`src/rtl/key_pkg.sv`:
```
// Shared types and defaults for the key debounce block: channel state
// encoding, 50 MHz timing defaults and the counter-width helper.
package key_pkg;

    typedef enum logic [1:0] {
        S_UP     = 2'd0,
        S_DN_CHK = 2'd1,
        S_DOWN   = 2'd2,
        S_UP_CHK = 2'd3
    } key_state_e;

    localparam int unsigned DEF_DEBOUNCE_CYCLES = 32'd1000000;
    localparam int unsigned DEF_LONG_CYCLES     = 32'd50000000;

    // Wide enough to hold every count value 0 .. max(a,b)-1.
    function automatic int unsigned cnt_width(input int unsigned a, input int unsigned b);
        int unsigned m;
        m = (a > b) ? a : b;
        return (m < 32'd2) ? 32'd1 : $clog2(m);
    endfunction

endpackage

```
`src/rtl/key_debounce_ch.sv`:
```
// One key channel: 2-flop synchroniser, debounce FSM, registered level/pulses.
// Optional long-press detection is built when KEY_LONGPRESS_EN is defined.
module key_debounce_ch
    import key_pkg::*;
#(
    parameter int unsigned DEBOUNCE_CYCLES = DEF_DEBOUNCE_CYCLES,
    parameter int unsigned LONG_CYCLES     = DEF_LONG_CYCLES
) (
    input  logic clk,
    input  logic rst_n,
    input  logic key_in,
    output logic key_level,
    output logic key_press,
    output logic key_release,
    output logic key_long
);

    localparam int unsigned CW = cnt_width(DEBOUNCE_CYCLES, LONG_CYCLES);
    localparam logic [CW-1:0] DEB_LAST = CW'(DEBOUNCE_CYCLES - 32'd1);

    logic [1:0]    sync_r;
    logic          raw_n_s;
    key_state_e    state_r, state_nxt_s;
    logic [CW-1:0] cnt_r, cnt_nxt_s;
    logic          level_r, press_r, release_r;
    logic          level_nxt_s, press_nxt_s, release_nxt_s;

    assign raw_n_s = sync_r[1];

    // Two-stage synchroniser; idles released (1) out of reset.
    always_ff @(posedge clk or negedge rst_n) begin
        if (!rst_n) begin
            sync_r <= 2'b11;
        end else begin
            sync_r <= {sync_r[0], key_in};
        end
    end

    // State, qualification counter and registered outputs.
    always_ff @(posedge clk or negedge rst_n) begin
        if (!rst_n) begin
            state_r   <= S_UP;
            cnt_r     <= {CW{1'b0}};
            level_r   <= 1'b0;
            press_r   <= 1'b0;
            release_r <= 1'b0;
        end else begin
            state_r   <= state_nxt_s;
            cnt_r     <= cnt_nxt_s;
            level_r   <= level_nxt_s;
            press_r   <= press_nxt_s;
            release_r <= release_nxt_s;
        end
    end

    // Next state: any disagreement during a check phase restarts from zero.
    always_comb begin
        state_nxt_s = state_r;
        cnt_nxt_s   = {CW{1'b0}};
        case (state_r)
            S_UP: begin
                if (!raw_n_s) begin
                    state_nxt_s = S_DN_CHK;
                end else begin
                    state_nxt_s = S_UP;
                end
            end
            S_DN_CHK: begin
                if (raw_n_s) begin
                    state_nxt_s = S_UP;
                end else if (cnt_r == DEB_LAST) begin
                    state_nxt_s = S_DOWN;
                end else begin
                    cnt_nxt_s = cnt_r + CW'(1);
                end
            end
            S_DOWN: begin
                if (raw_n_s) begin
                    state_nxt_s = S_UP_CHK;
                end else begin
                    state_nxt_s = S_DOWN;
                end
            end
            S_UP_CHK: begin
                if (!raw_n_s) begin
                    state_nxt_s = S_DOWN;
                end else if (cnt_r == DEB_LAST) begin
                    state_nxt_s = S_UP;
                end else begin
                    cnt_nxt_s = cnt_r + CW'(1);
                end
            end
            default: begin
                state_nxt_s = S_UP;
            end
        endcase
    end

    // Output decode: pulses fire on the qualifying edge only.
    always_comb begin
        press_nxt_s   = 1'b0;
        release_nxt_s = 1'b0;
        case (state_r)
            S_DN_CHK: begin
                if (!raw_n_s && (cnt_r == DEB_LAST)) begin
                    press_nxt_s = 1'b1;
                end else begin
                    press_nxt_s = 1'b0;
                end
            end
            S_UP_CHK: begin
                if (raw_n_s && (cnt_r == DEB_LAST)) begin
                    release_nxt_s = 1'b1;
                end else begin
                    release_nxt_s = 1'b0;
                end
            end
            default: begin
                press_nxt_s   = 1'b0;
                release_nxt_s = 1'b0;
            end
        endcase
        if (press_nxt_s) begin
            level_nxt_s = 1'b1;
        end else if (release_nxt_s) begin
            level_nxt_s = 1'b0;
        end else begin
            level_nxt_s = level_r;
        end
    end

    assign key_level   = level_r;
    assign key_press   = press_r;
    assign key_release = release_r;

`ifdef KEY_LONGPRESS_EN
    localparam logic [CW-1:0] LONG_LAST = CW'(LONG_CYCLES - 32'd1);

    logic [CW-1:0] long_cnt_r, long_cnt_nxt_s;
    logic          long_fired_r, long_fired_nxt_s;
    logic          long_r, long_nxt_s;

    // Long-press counter: runs only while settled in S_DOWN, fires once per press.
    always_comb begin
        long_cnt_nxt_s   = {CW{1'b0}};
        long_fired_nxt_s = 1'b0;
        long_nxt_s       = 1'b0;
        if ((state_r == S_DOWN) && !raw_n_s) begin
            long_fired_nxt_s = long_fired_r;
            long_cnt_nxt_s   = long_cnt_r;
            if (long_fired_r) begin
                long_nxt_s = 1'b0;
            end else if (long_cnt_r == LONG_LAST) begin
                long_nxt_s       = 1'b1;
                long_fired_nxt_s = 1'b1;
            end else begin
                long_cnt_nxt_s = long_cnt_r + CW'(1);
            end
        end else begin
            long_nxt_s = 1'b0;
        end
    end

    // Long-press registers.
    always_ff @(posedge clk or negedge rst_n) begin
        if (!rst_n) begin
            long_cnt_r   <= {CW{1'b0}};
            long_fired_r <= 1'b0;
            long_r       <= 1'b0;
        end else begin
            long_cnt_r   <= long_cnt_nxt_s;
            long_fired_r <= long_fired_nxt_s;
            long_r       <= long_nxt_s;
        end
    end

    assign key_long = long_r;
`else
    assign key_long = 1'b0;
`endif

endmodule

```
`src/rtl/key_debounce.sv`:
```
// Multi-channel key conditioner: NUM_KEYS independent debounce channels.
// Define KEY_LONGPRESS_EN to build per-channel long-press detection.
module key_debounce
    import key_pkg::*;
#(
    parameter int unsigned NUM_KEYS        = 32'd4,
    parameter int unsigned DEBOUNCE_CYCLES = DEF_DEBOUNCE_CYCLES,
    parameter int unsigned LONG_CYCLES     = DEF_LONG_CYCLES
) (
    input  logic                clk,
    input  logic                rst_n,
    input  logic [NUM_KEYS-1:0] key_in,
    output logic [NUM_KEYS-1:0] key_level,
    output logic [NUM_KEYS-1:0] key_press,
    output logic [NUM_KEYS-1:0] key_release,
    output logic [NUM_KEYS-1:0] key_long
);

    for (genvar g = 0; g < NUM_KEYS; g++) begin : g_ch
        key_debounce_ch #(
            .DEBOUNCE_CYCLES (DEBOUNCE_CYCLES),
            .LONG_CYCLES     (LONG_CYCLES)
        ) u_ch (
            .clk         (clk),
            .rst_n       (rst_n),
            .key_in      (key_in[g]),
            .key_level   (key_level[g]),
            .key_press   (key_press[g]),
            .key_release (key_release[g]),
            .key_long    (key_long[g])
        );
    end

endmodule

```
`config.mk`:
```
export PLATFORM = sky130hd
export DESIGN_NAME = key_debounce
export DESIGN_NICKNAME = d
export VERILOG_FILES = /design/src/rtl/key_pkg.sv /design/src/rtl/key_debounce_ch.sv /design/src/rtl/key_debounce.sv
export SDC_FILE = /design/constraint.sdc
export NUM_CORES = 1
export LEC_CHECK = 0
export CORE_MARGIN = 5
export CORE_UTILIZATION = 45
export DETAILED_ROUTE_END_ITERATION = 16
export DONT_BUFFER_PORTS = 1
export GPL_ROUTABILITY_DRIVEN = 0
export PLACE_DENSITY_LB_ADDON = 0.3
export SYNTH_ARGS = -nofsm -noshare
export SYNTH_HDL_FRONTEND = slang
export SYNTH_HIERARCHICAL = 1
export SYNTH_SLANG_ARGS = --single-unit
export TNS_END_PERCENT = 30
```
`constraint.sdc`:
```
create_clock -name clk -period 2.95 [get_ports clk]
set_clock_uncertainty 0.1 [all_clocks]
set_input_delay 0.59 -clock clk [delete_from_list [all_inputs] [get_ports clk]]
set_output_delay 0.59 -clock clk [all_outputs]
set_load 0.01 [all_outputs]
```
==> impl_metrics.csv <==
group,metric,value,unit
outcome,status,"finished with violations",
outcome,violations,"negative hold slack",
clock_tree,cts-root-buf,"clkbuf_16",
clock_tree,cts_max_level,4,
power,p_leak,2.71,nW
timing,period_share,83.0,%
finish,fillers,1261,
logic_synthesis,synth_ff_type,"dfrtp_1",
logic_synthesis,synth_cell_types,50,
global_route,grt_pass1_wl,21.9,mm
clock_tree,postCtsSetupBuffers,0,
placed_design,numPortBuffers,0,
clock_tree,clk_path_buf_depth,2,
job,cap_violations,0,
logic_synthesis,syn_area_per_cell,9.99,um2
critical_path,regToRegSetupSlack,0.50,ns
critical_path,crit_fanout,20,
critical_path,worstSetupEndpointType,"flip-flop",
timing,final-hold-violation-count,130,
routing,vias_per_cell,5.65,
timing,rsz0062_at_grt,"no",
critical_path,cp_cell_sequence,"or4_1, or4_1, o211ai_4, buf_12, a21oi_1",
routing,via_count,4799,
logic_synthesis,ys_seq_area_share,50.7,%
critical_path,r2r_start,"g_ch[0].u_ch/cnt_r[12]",
logic_synthesis,post-synth-top-count-cell,"dfrtp_1",
timing,fin_hold_ws,-0.230,ns
die,die_area,17000,um2
placed_design,hpwl,8.17,mm
critical_path,r2r-end,"g_ch[0].u_ch/cnt_r[23]",
critical_path,cpMaxStageDelayCell,"or4_1",
die,start_util,45.5,%
global_route,grt_pass1_vias,4685,
critical_path,slowest_delay,0.67,ns
logic_synthesis,synth-edff-count,0,
logic_synthesis,synth_seq_cells,132,
global_route,gr-usage-all-layers,15.8,%
critical_path,path_class,"reg -> reg",
finish,final_cells,850,
timing,setup-tns-final,0,ns
routing,antenna_left,0,
power,p_per_area,573,nW/um2
timing,fin_crit,2.45,ns
routing,routedWlPerCell,14.5,um
critical_path,critical_path_buf_inv_count,1,
routing,drt_iter0_drc,341,
clock_tree,cts_sinks,132,
critical_path,worst_setup_path_start_kind,"flip-flop",
die,die_x,131,um
critical_path,cp.required,3.14,ns
clock_tree,cts_tree,"done",
die,rows,44,
logic_synthesis,syn_nets,664,
logic_synthesis,synth_area,6540,um2
critical_path,cp.arrival,2.64,ns
critical_path,crit_path_frequent_cell,"or4_1",
logic_synthesis,ys_warn_count,6,
timing,max_freq,408,MHz
timing,slew_violations,0,
finish,drive_gt1_share,11.7,%
logic_synthesis,synth_top_area_share,47.5,%
timing,setup_viol,0,
global_route,grt_max_degree,133,
clock_tree,insertion_delay,0.41,ns
finish,area_growth,11.7,%
critical_path,crit_family,"simple AND/OR/NAND/NOR gates",
clock_tree,cts-resized-gates,0,
logic_synthesis,synth_cells,654,
clock_tree,clk_pin_slew,0.06,ns
die,die_y,131,um
global_route,grt-ovfl-total,0,
routing,drt-pass1-iter-count,4,
finish,antenna_cells,0,
routing,wirelength,12.4,mm
global_route,antenna_found_initial,0,
placed_design,dpl.cell_count,818,
hold_path,hp-class,"in -> async",
logic_synthesis,synthTopCellsByCount,"dfrtp_1, nor2_1, nand2_1, a21oi_1, xnor2_1",
power,ir_worst_vdd,0.000412,V
logic_synthesis,yosys.area.top_type,"dfrtp_1",
critical_path,r2r_cells,5,
logic_synthesis,synth_area_leaders,"dfrtp_1, xnor2_1, nor2_1, a21oi_1, dfstp_2",
finish,fin_nets,663,
die,io_pins,22,
routing,drc,0,
clock_tree,cts_buffers,17,
logic_synthesis,synthArstFlopShare,100,%
die,coreArea,14400,um2
## state kept, by name, indices dropped and copies added (netlist names), named ones only
| name | count |
|---|---|
| g_ch.u_ch/state_r | 4 |
| g_ch.u_ch/key_level | 4 |
| g_ch.u_ch/key_press | 4 |
| g_ch.u_ch/key_release | 4 |
| g_ch.u_ch/sync_r | 8 |
| g_ch.u_ch/cnt_r | 104 |
## worst max-delay path by stage
stage,startpoint,to,slack [ns],cells past startpoint
6_report,g_ch[0].u_ch/cnt_r[12],g_ch[0].u_ch/cnt_r[23],0.50,5
5_1_grt,g_ch[0].u_ch/cnt_r[12],g_ch[0].u_ch/cnt_r[23],0.40,5
4_1_cts,g_ch[0].u_ch/cnt_r[12],g_ch[0].u_ch/cnt_r[23],0.50,5
3_5_place_dp,g_ch[0].u_ch/cnt_r[12],g_ch[0].u_ch/cnt_r[11],0.52,5
3_3_place_gp,g_ch[0].u_ch/cnt_r[12],g_ch[0].u_ch/cnt_r[25],0.56,5
2_1_floorplan,g_ch[0].u_ch/cnt_r[12],g_ch[0].u_ch/cnt_r[23],0.74,6
## power by group
group          switching (mW)  internal [mW]
registers              0.0143           1.83
logic                  0.0334         0.0175
clock network           0.773           1.51
total                   0.820           3.36
## metal layers
layer,up-vias,GRT usage (%),wire [um]
met5,-,0,0
met4,0,7.02,242
met3,19,3.33,281
met2,47,24.8,5970
met1,2354,21.2,5870
li1,2379,-,-
## worst register-to-register path, delay by kind of cell, from the launching register on
kind,cells,cell delay [ns]
AOI/OAI and AO/OA,2,0.41
buffers and inverters,1,0.20
and+or+nand+nor,2,1.19
DFF,1,0.43
## kinds of logic after synthesis
kind of cell | synth area share (%)
compound gates | 10.5
fa+ha+maj | 0.766
other cells | 0.230
flops | 50.7
buf+inv | 3.56
mux | 0.306
simple gates | 26.7
xor+xnor | 7.24
## cell usage in the layout, fill, tap and decap left out, drive strengths merged, types with 22 or more instances in the layout
master  instances
nor4           26
o21ai          34
or4            24
nand2          45
xnor2          39
or3            31
nand3          39
a21oi          45
nor2           67
dfrtp         124
nand4          22
## metrics by stage
step	worst slack, ns	total power, mW	utilization (%)	area (um2)	hold slack [ns]
after global routing	0.405	4.33	50.8	7300	-0.251
after CTS	0.495	4.24	50.8	7300	-0.247
final	0.501	4.18	50.8	7300	-0.230
after detailed placement	0.516	1.93	46.3	6660	0.199
after global placement	0.557	1.93	46.3	6660	0.199
after floorplan	0.743	1.92	-	6540	0.194
## cell type report
| class | instances | area [um2] | area share [%] |
|---|---|---|---|
| inverter | 19 | 71.3 | 0.977 |
| timing repair buffer | 5 | 50.0 | 0.685 |
| tap | 184 | 230 | 3.15 |
| clock inverter | 14 | 209 | 2.86 |
| multi-input combinational | 478 | 2990 | 40.9 |
| clock buffer | 18 | 439 | 6.01 |
| sequential | 132 | 3310 | 45.4 |
(Power assumes the default switching activity.)
